## src/rtl/vex_issue_sequencer_if.sv

```systemverilog
// Instruction-in / uop-out bus between the rename queue, the issue sequencer and vex.
// slave is the sequencer's view; master is the view of whatever drives instructions and consumes uops.
interface vex_issue_sequencer_if #(
    parameter int VECTOR_REGISTERS   = 32,
    parameter int VECTOR_LANES       = 8,
    parameter int MAX_VL             = 64,
    parameter int VECTOR_TICKET_BITS = 5
);
    localparam int REG_W = $clog2(VECTOR_REGISTERS);
    localparam int VL_W  = $clog2(MAX_VL) + 1;

    logic                          instr_valid_i;
    logic                          instr_ready_o;
    logic [REG_W-1:0]              instr_dst_i;
    logic [REG_W-1:0]              instr_src1_i;
    logic [REG_W-1:0]              instr_src2_i;
    logic [VL_W-1:0]               instr_vl_i;
    logic                          instr_is_fp_i;
    logic                          instr_is_rdc_i;

    logic                          uop_valid_o;
    logic                          vex_ready_i;
    logic [VECTOR_LANES-1:0]       uop_lane_valid_o;
    logic [REG_W-1:0]              uop_dst_o;
    logic [REG_W-1:0]              uop_src1_o;
    logic [REG_W-1:0]              uop_src2_o;
    logic                          uop_head_o;
    logic                          uop_end_o;
    logic                          uop_is_rdc_o;
    logic [VECTOR_TICKET_BITS-1:0] uop_ticket_o;

    modport slave (
        input  instr_valid_i, instr_dst_i, instr_src1_i, instr_src2_i, instr_vl_i,
               instr_is_fp_i, instr_is_rdc_i, vex_ready_i,
        output instr_ready_o, uop_valid_o, uop_lane_valid_o, uop_dst_o, uop_src1_o,
               uop_src2_o, uop_head_o, uop_end_o, uop_is_rdc_o, uop_ticket_o
    );

    modport master (
        output instr_valid_i, instr_dst_i, instr_src1_i, instr_src2_i, instr_vl_i,
               instr_is_fp_i, instr_is_rdc_i, vex_ready_i,
        input  instr_ready_o, uop_valid_o, uop_lane_valid_o, uop_dst_o, uop_src1_o,
               uop_src2_o, uop_head_o, uop_end_o, uop_is_rdc_o, uop_ticket_o
    );
endinterface

```

## src/rtl/vex_issue_sequencer.sv

```systemverilog
// Splits one vector instruction at a time into VECTOR_LANES-wide uops for vex, serialising
// FP instructions around the FP lanes and bounding the number of instructions in flight.
module vex_issue_sequencer #(
    parameter int VECTOR_REGISTERS   = 32,
    parameter int VECTOR_LANES       = 8,
    parameter int MAX_VL             = 64,
    parameter int VECTOR_TICKET_BITS = 5,
    parameter int MAX_OUTSTANDING    = 4
) (
    input  logic                 clk,
    input  logic                 rst_n,
    vex_issue_sequencer_if.slave bus,
    input  logic                 fp_done_i,
    input  logic                 wb_done_i,
    output logic                 busy_o
);
    localparam int REG_W = $clog2(VECTOR_REGISTERS);
    localparam int VL_W  = $clog2(MAX_VL) + 1;
    localparam int CNT_W = $clog2(MAX_OUTSTANDING + 1);

    typedef enum logic [1:0] {IDLE, WAIT_IDLE, ISSUE, FP_DRAIN} state_e;

    state_e                        state_q, state_d;
    logic [REG_W-1:0]              dst_q, dst_d;
    logic [REG_W-1:0]              src1_q, src1_d;
    logic [REG_W-1:0]              src2_q, src2_d;
    logic                          is_fp_q, is_fp_d;
    logic                          is_rdc_q, is_rdc_d;
    logic                          head_q, head_d;
    logic [VL_W-1:0]               rem_q, rem_d;
    logic [VECTOR_TICKET_BITS-1:0] ticket_q, ticket_d;
    logic [CNT_W-1:0]              count_q, count_d;

    logic instr_ready;
    logic accept;
    logic issuing;
    logic last_uop;
    logic xfer;
    logic cnt_inc;
    logic cnt_dec;

    // Register indices wrap at VECTOR_REGISTERS, which need not be a power of two.
    function automatic logic [REG_W-1:0] next_reg(input logic [REG_W-1:0] r);
        if (int'(r) == VECTOR_REGISTERS - 1) return '0;
        return r + 1'b1;
    endfunction

    function automatic logic [VECTOR_LANES-1:0] lane_mask(input logic [VL_W-1:0] rem);
        logic [VECTOR_LANES-1:0] m;
        for (int i = 0; i < VECTOR_LANES; i++) m[i] = (int'(rem) > i);
        return m;
    endfunction

    assign instr_ready = (state_q == IDLE) && (int'(count_q) < MAX_OUTSTANDING);
    assign accept      = bus.instr_valid_i && instr_ready;
    assign issuing     = (state_q == ISSUE);
    assign last_uop    = (int'(rem_q) <= VECTOR_LANES);
    assign xfer        = issuing && bus.vex_ready_i;
    assign cnt_inc     = xfer && last_uop;
    assign cnt_dec     = wb_done_i && (count_q != '0);

    always_comb begin
        count_d = count_q;
        if (cnt_inc && !cnt_dec) count_d = count_q + 1'b1;
        else if (!cnt_inc && cnt_dec) count_d = count_q - 1'b1;
    end

    always_comb begin
        state_d  = state_q;
        dst_d    = dst_q;
        src1_d   = src1_q;
        src2_d   = src2_q;
        is_fp_d  = is_fp_q;
        is_rdc_d = is_rdc_q;
        head_d   = head_q;
        rem_d    = rem_q;
        ticket_d = ticket_q;

        case (state_q)
            IDLE: begin
                if (accept) begin
                    dst_d    = bus.instr_dst_i;
                    src1_d   = bus.instr_src1_i;
                    src2_d   = bus.instr_src2_i;
                    is_fp_d  = bus.instr_is_fp_i;
                    is_rdc_d = bus.instr_is_rdc_i;
                    rem_d    = bus.instr_vl_i;
                    head_d   = (bus.instr_vl_i != '0);
                    // A zero-length instruction is swallowed: no uop, no ticket, no count.
                    if (bus.instr_vl_i != '0) begin
                        state_d = (bus.instr_is_fp_i && !fp_done_i) ? WAIT_IDLE : ISSUE;
                    end
                end
            end
            WAIT_IDLE: begin
                if (fp_done_i) state_d = ISSUE;
            end
            ISSUE: begin
                if (xfer) begin
                    head_d = 1'b0;
                    dst_d  = next_reg(dst_q);
                    src1_d = next_reg(src1_q);
                    src2_d = next_reg(src2_q);
                    if (last_uop) begin
                        rem_d    = '0;
                        ticket_d = ticket_q + 1'b1;
                        state_d  = is_fp_q ? FP_DRAIN : IDLE;
                    end else begin
                        rem_d = rem_q - VL_W'(VECTOR_LANES);
                    end
                end
            end
            FP_DRAIN: begin
                if (fp_done_i) state_d = IDLE;
            end
            default: state_d = IDLE;
        endcase
    end

    always_ff @(posedge clk or negedge rst_n) begin
        if (!rst_n) begin
            state_q  <= IDLE;
            dst_q    <= '0;
            src1_q   <= '0;
            src2_q   <= '0;
            is_fp_q  <= 1'b0;
            is_rdc_q <= 1'b0;
            head_q   <= 1'b0;
            rem_q    <= '0;
            ticket_q <= '0;
            count_q  <= '0;
        end else begin
            state_q  <= state_d;
            dst_q    <= dst_d;
            src1_q   <= src1_d;
            src2_q   <= src2_d;
            is_fp_q  <= is_fp_d;
            is_rdc_q <= is_rdc_d;
            head_q   <= head_d;
            rem_q    <= rem_d;
            ticket_q <= ticket_d;
            count_q  <= count_d;
        end
    end

    // Uop fields are decoded only from registers, so they hold steady while vex stalls.
    assign bus.instr_ready_o    = instr_ready;
    assign bus.uop_valid_o      = issuing;
    assign bus.uop_lane_valid_o = issuing ? lane_mask(rem_q) : '0;
    assign bus.uop_dst_o        = dst_q;
    assign bus.uop_src1_o       = src1_q;
    assign bus.uop_src2_o       = src2_q;
    assign bus.uop_head_o       = issuing && head_q;
    assign bus.uop_end_o        = issuing && last_uop;
    assign bus.uop_is_rdc_o     = issuing && is_rdc_q;
    assign bus.uop_ticket_o     = ticket_q;
    assign busy_o               = (state_q != IDLE) || (count_q != '0);
endmodule
```

## src/flat_wrapper.sv

```systemverilog
// flat-port wrapper written by rule: the top's interface ports become plain ports
module vex_issue_sequencer_flat 
#(
    parameter int VECTOR_REGISTERS   = 32,
    parameter int VECTOR_LANES       = 8,
    parameter int MAX_VL             = 64,
    parameter int VECTOR_TICKET_BITS = 5,
    parameter int MAX_OUTSTANDING    = 4
)
  (clk, rst_n, fp_done_i, wb_done_i, busy_o, bus_instr_valid_i, bus_instr_dst_i, bus_instr_src1_i, bus_instr_src2_i, bus_instr_vl_i, bus_instr_is_fp_i, bus_instr_is_rdc_i, bus_vex_ready_i, bus_instr_ready_o, bus_uop_valid_o, bus_uop_lane_valid_o, bus_uop_dst_o, bus_uop_src1_o, bus_uop_src2_o, bus_uop_head_o, bus_uop_end_o, bus_uop_is_rdc_o, bus_uop_ticket_o);
  vex_issue_sequencer_if #(.VECTOR_REGISTERS(VECTOR_REGISTERS), .VECTOR_LANES(VECTOR_LANES), .MAX_VL(MAX_VL), .VECTOR_TICKET_BITS(VECTOR_TICKET_BITS)) bus_i ();
  input  logic clk;
  input  logic rst_n;
  input  logic fp_done_i;
  input  logic wb_done_i;
  output logic busy_o;
  input wire logic [$bits(bus_i.instr_valid_i)-1:0] bus_instr_valid_i;
  input wire logic [$bits(bus_i.instr_dst_i)-1:0] bus_instr_dst_i;
  input wire logic [$bits(bus_i.instr_src1_i)-1:0] bus_instr_src1_i;
  input wire logic [$bits(bus_i.instr_src2_i)-1:0] bus_instr_src2_i;
  input wire logic [$bits(bus_i.instr_vl_i)-1:0] bus_instr_vl_i;
  input wire logic [$bits(bus_i.instr_is_fp_i)-1:0] bus_instr_is_fp_i;
  input wire logic [$bits(bus_i.instr_is_rdc_i)-1:0] bus_instr_is_rdc_i;
  input wire logic [$bits(bus_i.vex_ready_i)-1:0] bus_vex_ready_i;
  output wire logic [$bits(bus_i.instr_ready_o)-1:0] bus_instr_ready_o;
  output wire logic [$bits(bus_i.uop_valid_o)-1:0] bus_uop_valid_o;
  output wire logic [$bits(bus_i.uop_lane_valid_o)-1:0] bus_uop_lane_valid_o;
  output wire logic [$bits(bus_i.uop_dst_o)-1:0] bus_uop_dst_o;
  output wire logic [$bits(bus_i.uop_src1_o)-1:0] bus_uop_src1_o;
  output wire logic [$bits(bus_i.uop_src2_o)-1:0] bus_uop_src2_o;
  output wire logic [$bits(bus_i.uop_head_o)-1:0] bus_uop_head_o;
  output wire logic [$bits(bus_i.uop_end_o)-1:0] bus_uop_end_o;
  output wire logic [$bits(bus_i.uop_is_rdc_o)-1:0] bus_uop_is_rdc_o;
  output wire logic [$bits(bus_i.uop_ticket_o)-1:0] bus_uop_ticket_o;
  assign bus_i.instr_valid_i = bus_instr_valid_i;
  assign bus_i.instr_dst_i = bus_instr_dst_i;
  assign bus_i.instr_src1_i = bus_instr_src1_i;
  assign bus_i.instr_src2_i = bus_instr_src2_i;
  assign bus_i.instr_vl_i = bus_instr_vl_i;
  assign bus_i.instr_is_fp_i = bus_instr_is_fp_i;
  assign bus_i.instr_is_rdc_i = bus_instr_is_rdc_i;
  assign bus_i.vex_ready_i = bus_vex_ready_i;
  assign bus_instr_ready_o = bus_i.instr_ready_o;
  assign bus_uop_valid_o = bus_i.uop_valid_o;
  assign bus_uop_lane_valid_o = bus_i.uop_lane_valid_o;
  assign bus_uop_dst_o = bus_i.uop_dst_o;
  assign bus_uop_src1_o = bus_i.uop_src1_o;
  assign bus_uop_src2_o = bus_i.uop_src2_o;
  assign bus_uop_head_o = bus_i.uop_head_o;
  assign bus_uop_end_o = bus_i.uop_end_o;
  assign bus_uop_is_rdc_o = bus_i.uop_is_rdc_o;
  assign bus_uop_ticket_o = bus_i.uop_ticket_o;
  vex_issue_sequencer #(.VECTOR_REGISTERS(VECTOR_REGISTERS), .VECTOR_LANES(VECTOR_LANES), .MAX_VL(MAX_VL), .VECTOR_TICKET_BITS(VECTOR_TICKET_BITS), .MAX_OUTSTANDING(MAX_OUTSTANDING)) u_core (.clk(clk), .rst_n(rst_n), .bus(bus_i), .fp_done_i(fp_done_i), .wb_done_i(wb_done_i), .busy_o(busy_o));
endmodule
```

## config.mk

```make
export PLATFORM = sky130hd
export DESIGN_NAME = vex_issue_sequencer_flat
export DESIGN_NICKNAME = d
export VERILOG_FILES = /design/src/rtl/vex_issue_sequencer_if.sv /design/src/rtl/vex_issue_sequencer.sv /design/src/flat_wrapper.sv
export SDC_FILE = /design/constraint.sdc
export NUM_CORES = 1
export LEC_CHECK = 0
export ABC_CLOCK_PERIOD_IN_PS = 5100
export BUFFER_PORTS_ARGS = -buffer_cell sky130_fd_sc_hd__buf_2
export CAP_MARGIN = 20
export CORE_UTILIZATION = 50
export CTS_CLUSTER_SIZE = 28
export DETAILED_ROUTE_END_ITERATION = 10
export PLACE_DENSITY = 0.76
export SLEW_MARGIN = 20
export SYNTH_ARGS = -nofsm -noshare
export SYNTH_HDL_FRONTEND = slang
export SYNTH_SLANG_ARGS = --single-unit
```

## constraint.sdc

```tcl
create_clock -name clk -period 5.1 [get_ports clk]
set_clock_uncertainty 0.05 [all_clocks]
set_input_delay 0 -clock clk [delete_from_list [all_inputs] [get_ports clk]]
set_output_delay 0 -clock clk [all_outputs]
set_load 0.02 [all_outputs]
```

Yosys cells after proc, flatten, opt, wreduce, memory -nomap -nowiden
Cells that the tools add are included.

storage, ports and cells
  bits in registers = 35
  input bits = 30
  output and inout port bits = 34
  word-level logic and storage cells = 107

cells by class
  add/subtract/negate cells = 7
  $lt $le $gt $ge = 10
  eq/ne operators = 12
  mux-type cells = 43
  reductions and logical operators = 25

operators with widths
  kind                                                                              number
  5-bit two-way mux                                                                 12
  5-bit one-hot mux with 2 select lines                                             3
  7-bit by 3-bit > comparator with 1-bit output, second input constant              4
  7-bit two-way mux                                                                 3
  5-bit by 1-bit adder with 5-bit output, second input constant                     4
  2-bit two-way mux                                                                 8
  5-bit by 1-bit == test with 1-bit output, second input constant                   3
  7-bit by 1-bit > comparator with 1-bit output, second input constant              2
  7-bit by 2-bit > comparator with 1-bit output, second input constant              2
  7-bit one-hot mux with 2 select lines                                             1
  1-bit logical AND                                                                 11
  1-bit two-way mux                                                                 11
  2-bit inequality test, second input constant                                      5
  8-bit two-way mux                                                                 1
  2-bit one-hot mux with 4 select lines                                             1
  7-bit by 4-bit less-or-equal comparator with 1-bit output, second input constant  1
  7-bit nonzero test                                                                1
  7-bit by 4-bit subtractor with 7-bit output, second input constant                1
  3-bit two-way mux                                                                 2
  3-bit AND reduction                                                               2
  6-bit AND reduction                                                               1
  2-bit nonzero test                                                                3
  2-bit == test, second input constant                                              2
  3-bit by 1-bit adder with 3-bit output, second input constant                     1
  10 further kinds                                                                  12

Logic depth before layout (Yosys ltp)
Gate-level depths: netlist of the first run.

  word-level depth = 7
  gate-level depth with buffers = 12

Least setup slack after synthesis of the first run
Ideal clock, no wire load.

  path type = register -> register
  start = register u_core.rem_q[3]
  end = register u_core.count_q[1]
  arrival time = 2,189 ps
  slack = 2,736 ps
  cell stages (with the launch flop) = 10
  buffers on the path = 0
  clock period less this slack = 2,364 ps
  path through = dfrtp_1 inv_1 ha_1 nor3b_2 a41oi_4 nor2_4 ha_1 inv_1 fa_1 mux2_2

on the way
  elaborated cells between the ends (all ways) = 7

RTL lines
  element                                                    RTL line                    text
  start, declared                                            vex_issue_sequencer.sv:30   logic [VL_W-1:0] rem_q, rem_d;
  start signal, assigned                                     vex_issue_sequencer.sv:140  rem_q <= rem_d;
  7-bit by 4-bit less-or-equal comparator with 1-bit output  vex_issue_sequencer.sv:57   assign last_uop = (int'(rem_q) <= VECTOR_LANES);
  1-bit logical AND                                          vex_issue_sequencer.sv:59   assign cnt_inc = xfer && last_uop;
  1-bit logical AND                                          vex_issue_sequencer.sv:64   if (cnt_inc && !cnt_dec) count_d = count_q + 1'b1;
  3-bit two-way mux                                          vex_issue_sequencer.sv:64
  net u_core.count_d[1]                                      vex_issue_sequencer.sv:32   logic [CNT_W-1:0] count_q, count_d;
  end signal, assigned                                       vex_issue_sequencer.sv:142  count_q <= count_d;
  end, declared                                              vex_issue_sequencer.sv:32

The timed path passes the listed nets, and every way through them passes these cells.
A chain may end at the register's enable or synchronous reset.

Worst setup path after layout of the first run
  start = register u_core.rem_q[3]
  end = register u_core.count_q[2]

on the way
  longest elaborated chain between the ends = 5
  elaborated cells between the ends (all ways) = 7

ends and longest elaborated chain
  element                                                        RTL line                   text
  7-bit by 4-bit less-or-equal comparator with 1-bit output (*)  vex_issue_sequencer.sv:57
  1-bit logical AND (*)                                          vex_issue_sequencer.sv:59
  1-bit logical NOT                                              vex_issue_sequencer.sv:65  else if (!cnt_inc && cnt_dec) count_d = count_q - 1'b1;
  1-bit logical AND                                              vex_issue_sequencer.sv:65
  2-bit nonzero test (no line)                                   n/a

Mark *: on every way between the ends. The rest lies on a longest branch, timed or not.

==> results of run 1 <==
-- critical path, delay by kind of cell, from the launching register on --
kind | cells | cell delay (ns)
compound gates | 1 | 0.11
buf+inv | 2 | 0.19
simple gates | 3 | 0.63
flops | 1 | 0.46
fa+ha+maj | 3 | 0.78
xor+xnor | 2 | 0.29
-- layout by cell type, fill, tap and decap left out, types with 2 or more instances in the layout --
cell type / count
and2_1: 2
nor3_1: 12
a21o_1: 2
o21a_1: 2
mux2i_1: 5
ha_1: 9
inv_1: 4
nand2_1: 19
mux2_2: 3
dlygate4sd3_1: 23
nor4b_1: 3
clkbuf_1: 2
xor2_1: 6
a21oi_1: 19
dfrtp_1: 35
clkbuf_8: 5
nand3_1: 5
o31ai_1: 2
or3b_1: 2
buf_2: 63
and3_1: 5
o21ai_1: 12
nor3b_1: 5
o21ai_0: 13
nor2_1: 11
nor4_1: 3
a31oi_1: 2
a22o_1: 4
-- layer usage --
metal | GRT usage | vias to the layer above
met3 | 0.0541 | 9
met1 | 0.296 | 914
met4 | 0.0824 | 0
met5 | 0 | -
li1 | - | 971
met2 | 0.366 | 60
-- stage by stage --
| step | instance area, µm² | utilization | worst slack [ns] | instances | power (W) |
|---|---|---|---|---|---|
| finish | 2760 | 0.680 | 2.51 | 353 | 0.00189 |
| global route | 2760 | 0.680 | 2.33 | 353 | 0.00205 |
| CTS | 2760 | 0.680 | 2.53 | 353 | 0.00190 |
| detailed placement | 2450 | 0.603 | 2.54 | 322 | 0.00168 |
| global placement | 2450 | 0.603 | 2.66 | 322 | 0.00165 |
| floorplan | 2150 | - | 2.74 | 222 | 0.00142 |
-- what timing repair did --
action	in CTS	in global routing
gates resized for setup	0	0
buffers inserted	0	0
hold buffers	23	0
hold endpoints to repair	58	0
-- sequential cells by signal, indices dropped and copies added (netlist names) --
name	count
u_core.rem_q	7
u_core.bus.uop_dst_o	5
u_core.bus.uop_src1_o	5
u_core.bus.uop_src2_o	5
u_core.bus.uop_ticket_o	5
u_core.count_q	3
u_core.state_q	2
u_core.head_q	1
u_core.is_fp_q	1
u_core.is_rdc_q	1
-- power by group --
part           switching (W)  internal (W)
combinational       0.000675      0.000436
sequential          0.000174      0.000411
clock               0.000100     0.0000958
total               0.000950      0.000943
-- kinds of logic (layout without fill, tap and decap cells) --
| logic type | Yosys count | after routing |
|---|---|---|
| xor gates and xnor gates | 7 | 7 |
| and+or+nand+nor | 77 | 77 |
| muxes | 9 | 9 |
| DFF | 35 | 35 |
| buffers and inverters | 19 | 100 |
| adders and majority gates | 10 | 10 |
| AOI/OAI and AO/OA | 65 | 65 |
-- area by class of cell --
| type | instances | area (µm²) | share of cell area |
|---|---|---|---|
| clock buffers | 7 | 76.3 | 0.0277 |
| well taps | 50 | 62.6 | 0.0227 |
| repair buffers | 87 | 553 | 0.201 |
| multi-input cells | 168 | 1160 | 0.422 |
| inverters | 5 | 21.3 | 0.00771 |
| flip-flops and latches | 35 | 876 | 0.318 |
| clock inverters | 1 | 5.00 | 0.00181 |
-- how the worst max path moves through the flow --
stage,cells after the start,startpoint,slack [ns],endpoint
final,11,u_core.rem_q[3],2.51,u_core.count_q[2]
after global placement,9,u_core.rem_q[3],2.66,u_core.count_q[1]
after global routing,11,u_core.rem_q[3],2.33,u_core.count_q[2]
after floorplan,9,u_core.rem_q[3],2.74,u_core.count_q[1]
after CTS,11,u_core.rem_q[3],2.53,u_core.count_q[2]
after detailed placement,9,u_core.rem_q[3],2.54,u_core.count_q[1]
==> results.ini, run 1 <==
[worst_setup_path]
critical_path_class = register to register
rr_startpoint = u_core.rem_q[3]
worst_reg_to_reg_cells = 11
crit_chain = inv_1 > ha_1 > nor3b_2 > a41oi_4 > nor2_4 > ha_1 > inv_1 > fa_1 > xor2_1 > nor2_1 > xor2_1
arrival_ns = 2.75
crit_fanout = 6
crit_path_max_incr_delay_ns = 0.46
startpoint_types = register
setup.worst_path.end_class = register
timing.critical_path.required_ns = 5.27
reg2reg_setup_slack_ns = 2.51
critical_path.slowest_cell = dfrtp_1
crit-reg2reg-capture = u_core.count_q[2]

[sta]
worst_hold_slack_ns = 0.000263
worstMarginPinSlew_ns = 0.982
slew_headroom = 0.344
setup_viol = 0
timing.setup.tns_ns = 0
grt_setup_unrepaired = false
timing.fmax_mhz = 387
timing.final.crit_period_ns = 2.59
hold_viol_final = 0
fin_crit_sh = 0.507
finalMaxSlewViolations = 0

[route]
wl_met1_mm = 2.30
met2RoutedLength_mm = 2.38
drcViolationCount = 0
postRouteAntennaNets = 0
wl_per_cell_um = 14.2
drt-total-wl_mm = 5.00
first_pass_iteration_count_of_the_detailed_router = 4
drt_first_iter_violations = 96
route.detailed.vias_per_inst = 5.54
highest-signal-layer = met4
vias = 1954
met3_length_um = 231

[power_and_ir_drop]
power.leakage_nw = 1.30
vdd_ir_drop_max_mv = 0.351
power.density_nw_per_um2 = 686

[clock_network]
clock_insertion_delay_worst_skew_ns = 0.29
cts_root_buf = clkbuf_8
clk_pin_slew_worst_paths_ns = 0.07
numClockSinks = 35
cts-buffers-inserted = 5
cts_max_path_buffers = 2
htree_levels = 2
cts_tree = done

[min_path]
hp-start = bus_instr_src2_i[3]
min_path_cells = 4
timing.hold.worst_endpoint = u_core.bus.uop_src2_o[3]
min_path_type = input port to register

[finish]
n_antenna_cell = 0
filler_cell_count = 327
num-nets-final = 342
flow.area_growth_from_synthesis_pct = 28.3
layout-drive-gt1-share = 0.274

[yosys]
post_synth_and_or_nand_nor_area_fraction = 0.218
synth_compound_gate_area_share = 0.189
mappedNetlistNets = 262
ys_async_sr_fraction = 1.00
yosys.area.top_type_share = 0.407
yosys_register_bits = 35
netlist.top_cell.by_area = dfrtp_1
synth_mux_area_frac = 0.0442
synth-adder-area-share = 0.0617
synth_top_family_by_area = simple AND/OR/NAND/NOR gates
synth.cells.most_frequent = dfrtp_1, a21oi_1, nand2_1, o21ai_0
postSynthAreaPerCell_um2 = 9.68
area_of_the_mapped_netlist_um2 = 2150
yosys_warnings = 0
ys_dominant_reg_cell = dfrtp_1
yosysUniqueCellTypes = 51
post_synth_xor_area_fraction = 0.0285
synth.most_common_cell = dfrtp_1
ys_top_cells_by_area = dfrtp_1, ha_1, a21oi_1, nand2_1, o21ai_0
synth-edff-count = 0
syn-instance-count = 222
synth_sequential_area_ratio = 0.407

[grt]
grt_start_max_net_pins = 42
grt_overflow_total = 0
first_global_vias = 1733
grt_first_pass_wirelength_mm = 7.71
antenna_violations_before_repair = 0
grt_util_all_layers = 0.228

[placed_design]
gp_congestion = 0.857
place_hpwl_mm = 3.33
port_buffers = 63

[die]
pin_count = 64
die_w_um = 67.6
row_count = 23
fp.dieArea_um2 = 4570
core_um2 = 4060
initial_core_util = 0.530
die_h_um = 67.6

[outcome]
outcome = finished clean

[run]
maxCapViolCount = 0

(Power assumes the default switching activity.)
==> run 2: changes to the inputs <==
- ABC_AREA: unset -> 1
- ABC_CLOCK_PERIOD_IN_PS: 5100 -> 2200
- CORE_UTILIZATION: 50 -> 47
- PLACE_DENSITY: 0.76 -> 0.74
- clock period: 5.1 -> 2.2 ns (I/O delays scaled with it)
==> results.ini, run 2 <==
[yosys]
yosys.area.top_type_share = 0.394  ; -0.0133
netlist.top_cell.by_area = dfrtp_1
area_of_the_mapped_netlist_um2 = 2220  ; +3.4%
synth_sequential_area_ratio = 0.394  ; -0.0133
yosysUniqueCellTypes = 37  ; -27%
ys_top_cells_by_area = dfrtp_1, nand2_1, ha_1, nor2_1, inv_1
mappedNetlistNets = 327  ; +25%
postSynthAreaPerCell_um2 = 7.74  ; -20%
ys_async_sr_fraction = 1.00  ; unchanged
yosys_warnings = 0  ; unchanged
synth.most_common_cell = nand2_1
synth.cells.most_frequent = nand2_1, dfrtp_1, nor2_1, inv_1, nand3_1
yosys_register_bits = 35  ; unchanged
synth-edff-count = 0  ; unchanged
syn-instance-count = 287  ; +29%
ys_dominant_reg_cell = dfrtp_1

[sta]
setup_viol = 0  ; unchanged
hold_viol_final = 1  ; +1
worstMarginPinSlew_ns = 0.766  ; -0.216 ns
fin_crit_sh = 0.938  ; +0.431
timing.setup.tns_ns = 0  ; unchanged
timing.fmax_mhz = 484  ; +25%
finalMaxSlewViolations = 0  ; unchanged
slew_headroom = 0.490  ; +0.146
timing.final.crit_period_ns = 2.06  ; -0.522 ns
worst_hold_slack_ns = -0.00250  ; -0.00276 ns

[worst_setup_path]
rr_startpoint = u_core.rem_q[5]
startpoint_types = register
arrival_ns = 2.18  ; -0.57 ns
worst_reg_to_reg_cells = 13  ; +2
reg2reg_setup_slack_ns = 0.14  ; -2.38 ns
cp-endpoint = u_core.count_q[2]
critical_path_class = register to register
timing.critical_path.required_ns = 2.31  ; -2.96 ns
setup.worst_path.end_class = register
crit-reg2reg-capture = u_core.count_q[2]
critical_path.startpoint = u_core.rem_q[5]
crit_fanout = 3  ; -3

[route]
drt-total-wl_mm = 5.33  ; +6.7%
drt_first_iter_violations = 94  ; -2.1%
first_pass_iteration_count_of_the_detailed_router = 7  ; +3
vias = 2156  ; +10%
postRouteAntennaNets = 0  ; unchanged
wl_per_cell_um = 12.1  ; -14%
route.detailed.vias_per_inst = 4.90  ; -11%
drcViolationCount = 6  ; +6

[die]
initial_core_util = 0.500  ; -0.0298
die_w_um = 70.8  ; +4.7%
row_count = 24  ; +4.3%
fp.dieArea_um2 = 5010  ; +9.7%
core_um2 = 4440  ; +9.5%
die_h_um = 70.8  ; +4.7%
pin_count = 64  ; unchanged

[grt]
grt_overflow_total = 0  ; unchanged
grt_first_pass_wirelength_mm = 8.72  ; +13%
grt_start_max_net_pins = 36  ; -14%
first_global_vias = 2007  ; +16%
antenna_violations_before_repair = 0  ; unchanged
grt_util_all_layers = 0.222  ; -0.00622

[finish]
num-nets-final = 429  ; +25%
most_frequent_standard_cell_in_the_layout_excluding_fill_and_tap_cells = nand2_1
layout-drive-gt1-share = 0.304  ; +0.0302
instances_no_fill = 440  ; +25%
layout.cells.most_common_list = nand2_1, buf_2, dfrtp_1, nor2_1, dlygate4sd3_1
fin_util = 0.676  ; -0.00366
flow.area_growth_from_synthesis_pct = 35.2
largest_register_ff_count = 7  ; unchanged
largest_register = u_core.rem_q
n_antenna_cell = 0  ; unchanged
filler_cell_count = 375  ; +15%

[placed_design]
dpl.cell_count = 404  ; +25%
gp_congestion = 0.870  ; +1.5%
port_buffers = 63  ; unchanged
place_hpwl_mm = 3.71  ; +12%

[clock_network]
numClockSinks = 35  ; unchanged
htree_levels = 2  ; unchanged
clk_pin_slew_worst_paths_ns = 0.06  ; about the same
cts_tree = done
cts-buffers-inserted = 5  ; unchanged
clock_insertion_delay_worst_skew_ns = 0.28  ; about the same
cts_max_path_buffers = 2  ; unchanged
cts_root_buf = clkbuf_8

[power_and_ir_drop]
power.leakage_nw = 1.60  ; +22%
power.density_nw_per_um2 = 1500  ; +120%
vdd_ir_drop_max_mv = 0.781  ; +120%

[outcome]
failed_checks = DRC, hold timing
outcome = finished, violations left

[run]
maxCapViolCount = 0  ; unchanged

[min_path]
min_path_type = input port to register

-- run 2: area by class of cell --
type	instances	area, µm²	area share
Inverter	26	103	0.0342
Multi-Input combinational cell	219	1220	0.407
Timing Repair Buffer	102	666	0.222
Clock buffer	6	72.6	0.0242
Tap cell	52	65.1	0.0217
Sequential cell	35	876	0.292
-- run 2: worst min path at each step --
stage,startpoint,endpoint,slack (ns),cells after the start
global placement,rst_n,u_core.bus.uop_dst_o[1],0.08,1
global route,bus_instr_src1_i[0],u_core.bus.uop_src1_o[0],0.01,5
CTS,bus_instr_src1_i[0],u_core.bus.uop_src1_o[0],0.0008,5
floorplan,rst_n,u_core.bus.uop_dst_o[0],-0.35,0
detailed placement,rst_n,u_core.bus.uop_dst_o[1],0.07,1
finish,bus_instr_src1_i[0],u_core.bus.uop_src1_o[0],-0.002,5
-- run 2: report_power, final --
group | internal, W | leakage (nW) | switching [W]
Combinational | 0.00112 | 1.13 | 0.00174
Clock | 0.000211 | 0.0371 | 0.000214
Sequential | 0.000951 | 0.435 | 0.000275
-- run 2: critical path, stage by stage (launching register included) --
cell and delay, ns:
dfrtp_1 0.40, inv_2 0.07, nand2_1 0.06, nor2_1 0.10, nand2_1 0.11, nand2_4 0.10
nand3_4 0.08, inv_4 0.06, ha_1 0.15, inv_2 0.06, fa_2 0.37, a21oi_2 0.12
o21ai_1 0.08, xor2_1 0.14
-- run 2: kinds of logic (layout without fill, tap and decap cells) --
| kind of cell | count (synthesis) | after routing | share of synthesized area |
|---|---|---|---|
| buffers and inverters | 33 | 134 | 0.0698 |
| xor gates and xnor gates | 14 | 14 | 0.0552 |
| muxes | 1 | 1 | 0.00507 |
| AOI/OAI and AO/OA | 37 | 37 | 0.106 |
| DFF | 35 | 35 | 0.394 |
| and+or+nand+nor | 157 | 157 | 0.310 |
| adders and majority gates | 10 | 10 | 0.0597 |
-- run 2: stage by stage --
step                      total power, W  worst slack [ns]  instance area, µm²
after floorplan                  0.00325            0.0176                2240
after global placement           0.00390            0.0645                2630
after detailed placement         0.00395          -0.00511                2630
after CTS                        0.00444          0.000234                2940
after global routing             0.00492           -0.0101                3000
final                            0.00451             0.135                3000
-- run 2: layer usage --
layer	routed length, µm	up-vias	track usage
li1	-	1123	-
met1	2430	987	0.279
met2	2650	40	0.386
met3	169	6	0.0385
met4	80	0	0.0778
met5	0	-	0
-- run 2: repair_timing --
| action | 4_1_cts | 5_1_grt |
|---|---|---|
| hold buffers | 23 | 0 |
| setup buffers | 1 | 6 |
| pin swaps | 0 | 7 |
| gates resized for setup | 1 | 10 |
| gates cloned | 0 | 0 |
| hold endpoints to repair | 54 | 0 |
| endpoints found under the setup margin | 1 | 2 |
